--- config.mk ---
export PLATFORM = sky130hd
export DESIGN_NAME = reservation_station
export DESIGN_NICKNAME = d
export VERILOG_FILES = /design/src/rtl/reservation_station_pkg.sv /design/src/rtl/reservation_station_select.sv /design/src/rtl/reservation_station.sv
export SDC_FILE = /design/constraint.sdc
export NUM_CORES = 1
export LEC_CHECK = 0
export BUFFER_PORTS_ARGS = -buffer_cell sky130_fd_sc_hd__buf_2
export CAP_MARGIN = 0
export CORE_MARGIN = 2
export CORE_UTILIZATION = 45
export CTS_BUF_LIST = sky130_fd_sc_hd__clkbuf_4 sky130_fd_sc_hd__clkbuf_8
export DETAILED_ROUTE_END_ITERATION = 7
export GPL_TIMING_DRIVEN = 0
export HOLD_SLACK_MARGIN = 0.05
export MAX_ROUTING_LAYER = met4
export REMOVE_ABC_BUFFERS = 1
export SLEW_MARGIN = 20
export SYNTH_ARGS = -nofsm -noshare
export SYNTH_HDL_FRONTEND = slang
export SYNTH_SLANG_ARGS = --single-unit
--- constraint.sdc ---
create_clock -name clk -period 4.5 [get_ports clk]
set_input_delay 0.225 -clock clk [delete_from_list [all_inputs] [get_ports clk]]
set_output_delay 0.225 -clock clk [all_outputs]
set_load 0.05 [all_outputs]
--- src/rtl/reservation_station_pkg.sv ---
// Shared types and constants for the reservation station and its picker.
// Optional feature macro used by the importers: RS_OLDEST_FIRST_EN.
package reservation_station_pkg;

  localparam int RS_ID_WIDTH_DEF = 5;

  // Tag value meaning "no producer, value already valid".
  localparam logic [RS_ID_WIDTH_DEF-1:0] RS_TAG_NONE = '0;

  typedef struct packed {
    logic                         valid;
    logic [0:31]                  value;
    logic [0:RS_ID_WIDTH_DEF-1]   rs_id;
  } rs_operand_t;

  // Entry index width; a single-entry station still needs one bit.
  function automatic int rs_idx_width(input int depth);
    return (depth > 1) ? $clog2(depth) : 1;
  endfunction

endpackage

--- src/rtl/reservation_station_select.sv ---
// Picks one requester: lowest index by default, or the largest age when
// RS_OLDEST_FIRST_EN is defined. Returns a one-hot grant and its index.
module rs_select
  import reservation_station_pkg::*;
#(
  parameter int N  = 4,
  parameter int IW = 2
) (
  input  logic [N-1:0]  i_req,
`ifdef RS_OLDEST_FIRST_EN
  input  logic [IW-1:0] i_age [N],
`endif
  output logic [N-1:0]  o_grant,
  output logic [IW-1:0] o_idx,
  output logic          o_any
);

`ifdef RS_OLDEST_FIRST_EN
  logic [IW-1:0] w_best_age;

  // Ages of valid entries are distinct, so the strict compare never ties.
  always_comb begin
    o_idx      = '0;
    o_any      = 1'b0;
    w_best_age = '0;
    for (int i = 0; i < N; i++) begin
      if (i_req[i] && (!o_any || (i_age[i] > w_best_age))) begin
        o_any      = 1'b1;
        o_idx      = IW'(i);
        w_best_age = i_age[i];
      end
    end
  end
`else
  always_comb begin
    o_idx = '0;
    o_any = 1'b0;
    for (int i = N - 1; i >= 0; i--) begin
      if (i_req[i]) begin
        o_any = 1'b1;
        o_idx = IW'(i);
      end
    end
  end
`endif

  always_comb begin
    o_grant = '0;
    for (int i = 0; i < N; i++) begin
      o_grant[i] = o_any && (o_idx == IW'(i));
    end
  end

endmodule

--- src/rtl/reservation_station.sv ---
// Tomasulo reservation station: buffers ops, snoops the result bus, issues
// ready ops to the unit. RS_OLDEST_FIRST_EN selects oldest-ready issue order.
module reservation_station
  import reservation_station_pkg::*;
#(
  parameter int  RS_ID_WIDTH = RS_ID_WIDTH_DEF,
  parameter int  RS_OFFSET   = 1,
  parameter int  RS_DEPTH    = 4,
  parameter int  OPERANDS    = 3,
  parameter type OPERATION_T = logic
) (
  input  logic                                 clk,
  input  logic                                 rst_n,
  input  logic                                 input_valid,
  output logic                                 input_ready,
  input  OPERATION_T                           operation_in,
  input  logic [OPERANDS-1:0]                  op_value_valid,
  input  logic [OPERANDS-1:0][0:31]            op_value,
  input  logic [OPERANDS-1:0][RS_ID_WIDTH-1:0] op_rs_id,
  output logic [RS_ID_WIDTH-1:0]               id,
  input  logic                                 result_valid,
  input  logic [RS_ID_WIDTH-1:0]               result_rs_id,
  input  logic [0:31]                          result_value,
  output logic                                 operation_valid,
  input  logic                                 operation_ready,
  output OPERATION_T                           operation_out,
  output logic [OPERANDS-1:0][0:31]            op_value_out,
  output logic [RS_ID_WIDTH-1:0]               op_rs_id_out
);

  localparam int IW = rs_idx_width(RS_DEPTH);

  logic [RS_DEPTH-1:0]                  r_valid;
  OPERATION_T                           r_op  [RS_DEPTH];
  logic [OPERANDS-1:0]                  r_opv [RS_DEPTH];
  logic [OPERANDS-1:0][0:31]            r_val [RS_DEPTH];
  logic [OPERANDS-1:0][RS_ID_WIDTH-1:0] r_tag [RS_DEPTH];
  logic                                 r_lock;
  logic [IW-1:0]                        r_lock_idx;

  logic                w_bcast;
  logic                w_any_free;
  logic [IW-1:0]       w_alloc_idx;
  logic                w_alloc;
  logic [RS_DEPTH-1:0] w_ready;
  logic [RS_DEPTH-1:0] w_grant;
  logic [IW-1:0]       w_pick_idx;
  logic                w_pick_any;
  logic [RS_DEPTH-1:0] w_lock_oh;
  logic [RS_DEPTH-1:0] w_sel_oh;
  logic [IW-1:0]       w_sel_idx;
  logic                w_issue_valid;
  logic                w_fire;

  assign w_bcast = result_valid && (result_rs_id != RS_ID_WIDTH'(RS_TAG_NONE));

  always_comb begin
    w_alloc_idx = '0;
    w_any_free  = 1'b0;
    for (int i = RS_DEPTH - 1; i >= 0; i--) begin
      if (!r_valid[i]) begin
        w_alloc_idx = IW'(i);
        w_any_free  = 1'b1;
      end
    end
  end

  assign input_ready = w_any_free;
  assign id          = w_any_free ? RS_ID_WIDTH'(RS_OFFSET) + RS_ID_WIDTH'(w_alloc_idx) : '0;
  assign w_alloc     = input_valid && w_any_free;

  always_comb begin
    w_ready = '0;
    for (int i = 0; i < RS_DEPTH; i++) begin
      w_ready[i] = r_valid[i] && (&r_opv[i]);
    end
  end

`ifdef RS_OLDEST_FIRST_EN
  // Age = number of still-resident entries allocated after this one.
  logic [IW-1:0] r_age     [RS_DEPTH];
  logic [IW-1:0] w_age_nxt [RS_DEPTH];

  always_comb begin
    for (int i = 0; i < RS_DEPTH; i++) begin
      w_age_nxt[i] = r_age[i];
      if (w_fire && (r_age[i] > r_age[w_sel_idx])) begin
        w_age_nxt[i] = w_age_nxt[i] - 1'b1;
      end
      if (w_alloc) begin
        w_age_nxt[i] = w_age_nxt[i] + 1'b1;
      end
      if (w_alloc && (w_alloc_idx == IW'(i))) begin
        w_age_nxt[i] = '0;
      end
    end
  end

  always_ff @(posedge clk or negedge rst_n) begin
    if (!rst_n) begin
      for (int i = 0; i < RS_DEPTH; i++) r_age[i] <= '0;
    end else begin
      for (int i = 0; i < RS_DEPTH; i++) begin
        if (r_valid[i] || (w_alloc && (w_alloc_idx == IW'(i)))) begin
          r_age[i] <= w_age_nxt[i];
        end
      end
    end
  end

  rs_select #(.N(RS_DEPTH), .IW(IW)) u_select (
    .i_req   (w_ready),
    .i_age   (r_age),
    .o_grant (w_grant),
    .o_idx   (w_pick_idx),
    .o_any   (w_pick_any)
  );
`else
  rs_select #(.N(RS_DEPTH), .IW(IW)) u_select (
    .i_req   (w_ready),
    .o_grant (w_grant),
    .o_idx   (w_pick_idx),
    .o_any   (w_pick_any)
  );
`endif

  always_comb begin
    w_lock_oh = '0;
    for (int i = 0; i < RS_DEPTH; i++) begin
      w_lock_oh[i] = (r_lock_idx == IW'(i));
    end
  end

  // A stalled issue stays on the entry it first offered.
  assign w_sel_oh      = r_lock ? w_lock_oh : w_grant;
  assign w_sel_idx     = r_lock ? r_lock_idx : w_pick_idx;
  assign w_issue_valid = r_lock || w_pick_any;
  assign w_fire        = w_issue_valid && operation_ready;

  assign operation_valid = w_issue_valid;
  assign operation_out   = w_issue_valid ? r_op[w_sel_idx]  : '0;
  assign op_value_out    = w_issue_valid ? r_val[w_sel_idx] : '0;
  assign op_rs_id_out    = w_issue_valid ? RS_ID_WIDTH'(RS_OFFSET) + RS_ID_WIDTH'(w_sel_idx) : '0;

  always_ff @(posedge clk or negedge rst_n) begin
    if (!rst_n) begin
      r_lock     <= 1'b0;
      r_lock_idx <= '0;
    end else if (w_issue_valid && !operation_ready) begin
      r_lock     <= 1'b1;
      r_lock_idx <= w_sel_idx;
    end else if (w_fire) begin
      r_lock     <= 1'b0;
    end
  end

  always_ff @(posedge clk or negedge rst_n) begin
    if (!rst_n) begin
      r_valid <= '0;
      for (int i = 0; i < RS_DEPTH; i++) begin
        r_op[i]  <= '0;
        r_opv[i] <= '0;
        r_val[i] <= '0;
        r_tag[i] <= '0;
      end
    end else begin
      for (int i = 0; i < RS_DEPTH; i++) begin
        for (int k = 0; k < OPERANDS; k++) begin
          if (r_valid[i] && !r_opv[i][k] && w_bcast && (r_tag[i][k] == result_rs_id)) begin
            r_opv[i][k] <= 1'b1;
            r_val[i][k] <= result_value;
          end
        end
        if (w_fire && w_sel_oh[i]) begin
          r_valid[i] <= 1'b0;
        end
        // Allocation only targets a free slot, so it never collides with the freed one.
        if (w_alloc && (w_alloc_idx == IW'(i))) begin
          r_valid[i] <= 1'b1;
          r_op[i]    <= operation_in;
          for (int k = 0; k < OPERANDS; k++) begin
            r_tag[i][k] <= op_rs_id[k];
            if (op_value_valid[k]) begin
              r_opv[i][k] <= 1'b1;
              r_val[i][k] <= op_value[k];
            end else if (w_bcast && (op_rs_id[k] == result_rs_id)) begin
              r_opv[i][k] <= 1'b1;
              r_val[i][k] <= result_value;
            end else begin
              r_opv[i][k] <= 1'b0;
              r_val[i][k] <= '0;
            end
          end
        end
      end
    end
  end

endmodule

==> results_dict.tcl <==
set metrics [dict create \
    postLayoutSetupSlackWorst_ps 380.2 \
    synthesis.yosys.warnings 0 \
    min-delay-path-class "in2async" \
    route.vias.total 22430 \
    maxCapViolCount 0 \
    synth_top_area_cell "dfrtp_1" \
    finalNetCount 3147 \
    worstSetupPathType "reg2out" \
    startpoint "r_valid[0]" \
    endpoint "op_value_out[10]" \
    io_pins 266 \
    synthDominantCellAreaShare_pct 43.67 \
    routabilityCongestion 0.7755 \
    power.static_leakage_nw 16.93 \
    antenna_violations_before_repair 5 \
    syn_avg_cell_area_um2 10.06 \
    status "complete, no violations" \
    ratio_of_cells_with_drive_above_1_in_the_final_layout_pct 20.38 \
    power.density_cell_area_mw_per_mm2 792.3 \
    worst_pin_slew_ps 910.9 \
    grt_setup_unrepaired "false" \
    final-hold-violation-count 0 \
    drt_pass1_iterations 5 \
    max-vdd-ir-drop_v 0.0007825 \
    multiInputGateArea_mm2 0.01370 \
    syn-instance-count 2661 \
    pre_cts_ws_ps 1125 \
    number_of_global_route_vias_before_repair 22580 \
    place.detailed.hpwl_um 52230 \
    cts_bufs_inserted 85 \
    drt_iter0_markers 1535 \
    synth.cell_area_mm2 0.02676 \
    drt.antenna.violating_nets 0 \
    timing.slew.headroom_pct 39.21 \
    post-route-drc-count 0 \
    setup_viol_count_final 0 \
    io_buffers 261 \
    synth_cell_type_count 37 \
    start_kind "flip-flop" \
    detail_route.wl_per_cell_um 22.26 \
    start_util_pct 45.43 \
    timing.critical_path.fanout_max 16 \
    tritoncts_num_sinks 467 \
    core_region_area_mm2 0.05891 \
    h-tree-depth 3 \
    clock_slew_at_reported_path_ffs_ps 60 \
    ys_seq_elements 467 \
    clock_skew_ps 28.29 \
    cp.arrival_ps 3890 \
    ff_latch_area_mm2 0.01169 \
    area.growth.synth_to_final_pct 23.47 \
    maxSlewViolCount 0 \
    grt.overflow.total 0 \
    clock.fmax_mhz 242.7 \
    post-route-min-period_ps 4120 \
    clock_tree.buffer_depth 3 \
    worst_skew_pair.late_latency_ps 680 \
    crit-reg2reg-launch "r_tag[59]" \
    layout_worst_path_cycle_share_pct 91.55 \
    r2r.worst_path.cells 7 \
    floorplan_die_area_mm2 0.06144 \
    post_layout_nonfiller_instances 3831 \
    ctsRootBufferMaster "clkbuf_8" \
    routed_wirelength_um 85290 \
    reg2reg_setup_slack_ps 1160 \
    cts_tree "yes" \
    timing.critical_path.required_ps 4280 \
    grt_max_degree 98 \
    reg2reg_to "r_val[361]" \
    horizontal_die_dimension_um 247.9 \
    yosys-top-cells-area "dfrtp_1, mux2i_1, a21oi_1, mux2_2, o22ai_1" \
    n_fill_cell 5076 \
    critPathCaptureType "output pin" \
    synth_sequential_area_ratio_pct 43.67 \
    fin_tns_setup_ps 0 \
    vias_per_cell 5.855 \
    grt_first_pass_wirelength_um 131500 \
    grt.total_usage_pct 28.54 \
    floorplan.rows 89 \
    placedCellCount 3471 \
    dieHeight_um 247.9 \
]
==> critical path, cell delays in order (launching register included) <==
cell     delay [ps]
dfrtp_1         750
nand4_1         300
o21ai_0         480
a21oi_4         180
buf_16          220
buf_16          170
buf_16          170
buf_16          180
mux2i_1         130
o22ai_1         270
buf_2           330
==> power breakdown <==
part / switching (mW) / leakage [nW] / internal, mW
Sequential: 1.17 / 5.59 / 6.22
Clock: 1.84 / 0.973 / 2.48
Combinational: 9.12 / 10.4 / 5.35
==> worst min-delay path by stage <==
stage	startpoint	endpoint	depth (start not counted)
after global placement	r_op[1]	r_op[1]	2
after global routing	rst_n	r_val[33]	3
final	rst_n	r_val[33]	3
after floorplan	rst_n	r_lock	0
after detailed placement	rst_n	r_val[129]	1
after CTS	rst_n	r_val[129]	3
==> sequential cells by signal, indices dropped and copies added (netlist names) <==
register	count
r_lock_idx	2
r_op	4
r_tag	60
r_val	384
r_valid	4
r_opv	12
r_lock	1
==> synth_stat cells <==
library cell  instances
nand4_2               2
a21oi_1             576
a21boi_0              1
dfrtp_1             467
a21oi_2              10
clkbuf_1            150
nand2b_1              3
nand4_4              10
a21o_1                3
o21a_1                2
mux2_2              114
ha_1                  1
nor2_1               36
nand3_1              98
and2_1                1
inv_1                 3
nor4_1               12
buf_6                39
o22ai_1              99
conb_1                1
nor3_1                3
or4_1                 1
o31ai_1               1
nor2b_1               6
buf_4                10
o21ai_1              81
mux2i_1             578
nand4_1               4
nand2_1             159
or2_2                 2
xor2_1               69
buf_1                35
xnor2_1               6
o21ai_0              20
buf_2                54
a41o_1                3
a41oi_1               1
==> per-stage QoR <==
| step | util, % | instance area [um^2] | hold slack (ps) | total power, mW |
|---|---|---|---|---|
| 6_report | 56.09 | 33040 | 110.3 | 26.18 |
| 5_1_grt | 56.09 | 33040 | 129.8 | 27.71 |
| 4_1_cts | 56.07 | 33030 | 76.54 | 26.22 |
| 3_5_place_dp | 49.50 | 29160 | 120.5 | 21.44 |
| 3_3_place_gp | 46.80 | 27570 | 461.4 | 17.27 |
| 2_1_floorplan | - | 25300 | -70.59 | 15.59 |
==> placed cells by master, fill, tap and decap left out, types with 69 or more instances in the layout <==
cell             n
dfrtp_1        467
mux2i_1        578
buf_2          257
nand3_1         98
nand2_1        157
mux2_2         114
o21ai_1         81
clkbuf_8       109
a21oi_1        575
dlygate4sd3_1  203
o22ai_1         99
xor2_1          69
==> per-layer routing <==
metal	vias to the layer above	share of wire (%)	wire (um)	GRT usage [%]
li1	10300	-	-	-
met1	11250	43	36590	36.80
met2	726	48	41110	45.38
met3	160	5.6	4760	4.293
met4	0	3.3	2828	10.95
met5	-	0	0	-
==> kinds of logic (layout without fill, tap and decap cells) <==
group                    Yosys count  count (layout)  synth area share [%]
other                              1              10               0.01401
multiplexers                     692             692                 26.41
AND/OR/NAND/NOR                  337             337                 6.194
flip-flops                       467             467                 43.67
AO/OA/AOI/OAI                    797             797                 15.64
buffers and inverters            291             679                 5.568
XOR/XNOR                          75              75                 2.454
adder cells (fa/ha/maj)            1               1               0.04674
==> final cells by class <==
| class | instances | area share, % |
|---|---|---|
| antenna | 6 | 0.04544 |
| tap | 773 | 2.927 |
| timing repair buffer | 526 | 14.66 |
| multi-input combinational | 1906 | 41.47 |
| clock buffer | 140 | 5.244 |
| sequential | 467 | 35.37 |
| inverter | 3 | 0.03408 |
| clock inverter | 10 | 0.2575 |
==> what timing repair did <==
| action | in CTS | in global routing |
|---|---|---|
| gates resized for setup | 0 | 0 |
| setup endpoints to repair | 0 | 0 |
| buffers inserted | 0 | 0 |
| hold buffers | 204 | 0 |
| endpoints found under the hold margin | 658 | 0 |
No activity file was read; power rests on OpenSTA's default activity.
